`src/rtl/serial_byte_tx.sv`:
```
`default_nettype none
// ============================================================================
//  Module      : serial_byte_tx
//  Description : UART-style serial transmitter. Frames are start, LSB-first
//                payload, optional parity, and stop bits.
//  Revision    : 1.0 - initial release
// ============================================================================
module serial_byte_tx #(
    parameter int CLKS_PER_BIT = 16,
    parameter int DATA_BITS    = 8,
    parameter int PARITY       = 0
) (
    input  logic                 clk,
    input  logic                 rst,
    input  logic [DATA_BITS-1:0] tx_data,
    input  logic                 tx_valid,
    output logic                 tx_ready,
    output logic                 tx_out,
    output logic                 busy
);

    localparam int                 CNT_W      = (CLKS_PER_BIT > 1) ? $clog2(CLKS_PER_BIT) : 1;
    localparam logic [CNT_W-1:0]   C_CNT_LAST = CNT_W'(CLKS_PER_BIT - 1);
    localparam logic [2:0]         C_BIT_LAST = 3'(DATA_BITS - 1);
    localparam logic               C_PAR_EN   = (PARITY == 1) || (PARITY == 2);
    localparam logic               C_PAR_ODD  = (PARITY == 2);

    typedef enum logic [2:0] {
        S_IDLE   = 3'd0,
        S_START  = 3'd1,
        S_DATA   = 3'd2,
        S_PARITY = 3'd3,
        S_STOP   = 3'd4
    } state_t;

    state_t               r_state;
    logic [CNT_W-1:0]     r_cyc_cnt;
    logic [2:0]           r_bit_cnt;
    logic [DATA_BITS-1:0] r_shift;
    logic                 r_parity;
    logic                 r_tx_out;
    logic                 w_bit_end;

    assign w_bit_end = (r_cyc_cnt == C_CNT_LAST);

    // tx_out is loaded with the next bit value on each transition edge, so
    // the line never depends combinationally on the inputs.
    always_ff @(posedge clk) begin
        if (rst) begin
            r_state   <= S_IDLE;
            r_tx_out  <= 1'b1;
            r_cyc_cnt <= '0;
            r_bit_cnt <= '0;
            r_shift   <= '0;
            r_parity  <= 1'b0;
        end else begin
            case (r_state)
                S_IDLE: begin
                    r_tx_out  <= 1'b1;
                    r_cyc_cnt <= '0;
                    if (tx_valid) begin
                        r_shift  <= tx_data;
                        r_parity <= (^tx_data) ^ C_PAR_ODD;
                        r_tx_out <= 1'b0;
                        r_state  <= S_START;
                    end
                end
                S_START: begin
                    if (w_bit_end) begin
                        r_cyc_cnt <= '0;
                        r_bit_cnt <= '0;
                        r_tx_out  <= r_shift[0];
                        r_state   <= S_DATA;
                    end else begin
                        r_cyc_cnt <= r_cyc_cnt + 1'b1;
                    end
                end
                S_DATA: begin
                    if (w_bit_end) begin
                        r_cyc_cnt <= '0;
                        if (r_bit_cnt == C_BIT_LAST) begin
                            if (C_PAR_EN) begin
                                r_tx_out <= r_parity;
                                r_state  <= S_PARITY;
                            end else begin
                                r_tx_out <= 1'b1;
                                r_state  <= S_STOP;
                            end
                        end else begin
                            r_bit_cnt <= r_bit_cnt + 1'b1;
                            r_shift   <= r_shift >> 1;
                            r_tx_out  <= r_shift[1];
                        end
                    end else begin
                        r_cyc_cnt <= r_cyc_cnt + 1'b1;
                    end
                end
                S_PARITY: begin
                    if (w_bit_end) begin
                        r_cyc_cnt <= '0;
                        r_tx_out  <= 1'b1;
                        r_state   <= S_STOP;
                    end else begin
                        r_cyc_cnt <= r_cyc_cnt + 1'b1;
                    end
                end
                S_STOP: begin
                    if (w_bit_end) begin
                        r_cyc_cnt <= '0;
                        r_tx_out  <= 1'b1;
                        r_state   <= S_IDLE;
                    end else begin
                        r_cyc_cnt <= r_cyc_cnt + 1'b1;
                    end
                end
                default: begin
                    r_cyc_cnt <= '0;
                    r_tx_out  <= 1'b1;
                    r_state   <= S_IDLE;
                end
            endcase
        end
    end

    assign tx_out   = r_tx_out;
    assign tx_ready = (r_state == S_IDLE);
    assign busy     = (r_state != S_IDLE);

endmodule
`default_nettype wire

```
`config.mk`:
```
export PLATFORM = sky130hd
export DESIGN_NAME = serial_byte_tx
export DESIGN_NICKNAME = d
export VERILOG_FILES = /design/src/rtl/serial_byte_tx.sv
export SDC_FILE = /design/constraint.sdc
export NUM_CORES = 1
export LEC_CHECK = 0
export ABC_AREA = 1
export BUFFER_PORTS_ARGS = -buffer_cell sky130_fd_sc_hd__buf_2
export CAP_MARGIN = 20
export CORE_MARGIN = 3
export CORE_UTILIZATION = 60
export CTS_CLUSTER_DIAMETER = 100
export CTS_CLUSTER_SIZE = 12
export DETAILED_ROUTE_END_ITERATION = 16
export PLACE_DENSITY_LB_ADDON = 0.25
export SLEW_MARGIN = 40
export SYNTH_ARGS = -nofsm -noshare
export SYNTH_HDL_FRONTEND = slang
export SYNTH_SLANG_ARGS = --single-unit
```
`constraint.sdc`:
```
create_clock -name clk -period 3.37 [get_ports clk]
set_clock_uncertainty 0.15 [all_clocks]
set_input_delay 0.337 -clock clk [delete_from_list [all_inputs] [get_ports clk]]
set_output_delay 0.337 -clock clk [all_outputs]
set_load 0.1 [all_outputs]
```
==> out/qor.yml <==
status: "completed"
hp-class: "input pin to flop"
cp-start-kind: "flop"
worst-setup-path-type: "flop to output port"
clockBufferDepth: 2
firstDrtPassIters: 5
drv.max_cap_violation_count: 0
grt_overflow_total: 0
initial_core_util_pct: 67.4
fillCellCount: 133
synth.net_count: 173
layout-drive-gt1-share_pct: 19.5
clkLatencyLatePin_ps: 310
synth.distinct_cells: 24
io-pin-count: 14
core_area_sq_um: 1610
portBuffers: 13
track_usage_pct: 21.4
cts_max_level: 1
antenna_found_initial: 0
dieArea_sq_um: 2360
antenna-diode-count: 0
dpl.hpwl_um: 1610
postCtsHoldBufs: 0
drcViolationCount: 0
setup_violations: 0
wl_per_cell_um: 11.3
die_w_um: 48.5
grt_pass1_vias: 979
rsz0062_at_grt: "no"
synth-simple-area-share_pct: 48.8
timing.final.crit_share_pct: 59.9
synth_top_family_by_area: "simple AND/OR/NAND/NOR gates"
synthAdderAreaFrac_pct: 3.46
cts_root_buffer: "clkbuf_4"
seq_area_frac_synth_pct: 35.0
cts_setup_buffers: 0
hold_viol: 0
clk_pin_slew_ps: 120
max_freq_mhz: 495
cts_made_buffers: 3
crit_fanout: 7
required_ps: 2880
cts_tree: "done"
gp_congestion: 0.853
grt_first_pass_wirelength_um: 4010
initialDrtViolationCount: 19
ant_nets: 0
fin_setup_tns_ps: 0
synth_compound_area_share_pct: 3.80
cts_sinks: 19
synth_seq_cells: 19
ctsResizeCount: 0
die_h_um: 48.5
yosys_warnings: 0
grt_max_degree: 16
worst_pin_slew_ps: 656
routed_wl_um: 2240
setup.worst_path.end_class: "output port"
route.vias.total: 981
critPathArrivalTime_ps: 1530
synthesis.instances: 159
synth.avg_cell_area_sq_um: 6.83
rows: 14
final_net_count: 189
relSlewSlack_pct: 56.1
synth-xor-area-share_pct: 0.806
synthToLayoutAreaGrowth_pct: 9.91
fin_crit_ps: 2020
muxShareOfSynthArea_pct: 0
netlist_area_sq_um: 1090
finalMaxSlewViolations: 0
via_per_inst: 4.95
-- final timing paths --
kind,start,slack (ps),cells after the start,endpoint
worst min-delay path,rst,30,2,r_shift[7]
worst max-delay path,r_state[0],1350,4,tx_ready
worst min register to register,r_cyc_cnt[0],310,1,r_cyc_cnt[0]
worst max register to register,r_state[2],1470,8,r_shift[5]
-- metrics by stage --
step	hold WS [ps]	util [%]	area, sq um	std cells	setup WS, ps
2_1_floorplan	256	-	1090	159	1340
3_3_place_gp	283	72.4	1170	194	1590
3_5_place_dp	303	72.4	1170	194	1510
4_1_cts	37.5	74.1	1190	198	1360
5_1_grt	27.9	74.1	1190	198	1260
6_report	30.2	74.1	1190	198	1350
-- flip-flops by register name, indices dropped and copies added (netlist names) --
signal     cells
r_state        3
r_cyc_cnt      4
r_shift        8
tx_out         1
r_bit_cnt      3
-- per-layer routing --
metal,vias up,wire (um),global-route usage (%)
met5,-,0,0
met3,5,80,5.21
met2,20,1100,37.8
met4,0,42,9.95
li1,520,-,-
met1,436,1010,24.0
-- layout make-up --
cell class	count	area (sq um)	area share (%)
Sequential cell	19	380	31.9
Timing Repair Buffer	13	65.1	5.45
Clock buffer	3	22.5	1.89
Tap cell	24	30.0	2.52
Inverter	19	72.6	6.08
Multi-Input combinational cell	119	618	51.8
Clock inverter	1	5.00	0.419
-- logic make-up (layout without fill, tap and decap cells) --
| group | after synthesis | count (layout) |
|---|---|---|
| DFF | 19 | 19 |
| adders and majority gates | 3 | 3 |
| buffers and inverters | 21 | 36 |
| AOI/OAI and AO/OA | 6 | 6 |
| xor gates and xnor gates | 1 | 1 |
| and+or+nand+nor | 109 | 109 |
-- critical path, stage by stage, from the launching register on --
cell     delay, ps
dfxtp_1        370
inv_2          140
nand3_4        160
inv_2          110
buf_2          430
-- layout by cell type (no fill, tap or decap), drive strengths merged --
cell type,Yosys,routed
nor2,37,37
clkinv,1,2
nand3,16,16
clkbuf,0,3
nand3b,1,1
nand2,52,52
dfxtp,19,19
nor3b,1,1
a21oi,4,4
o21ai,2,2
nand4,1,1
inv,18,18
or2,1,1
xor2,1,1
ha,3,3
buf,2,13
-- cells in the mapped netlist, drive strengths merged --
cell	count	share of area, %
nor2	37	15
nor3b	1	0.69
o21ai	2	0.92
inv	18	6.2
or2	1	0.58
clkinv	1	0.46
nand2	52	20
ha	3	3.5
buf	2	1.4
nand3	16	11
xor2	1	0.81
nand3b	1	0.69
dfxtp	19	35
a21oi	4	2.9
nand4	1	0.58
Power is left out: the tool's default activity adds up to more than one toggle a clock period on the data nets, which glitch-free logic cannot reach.
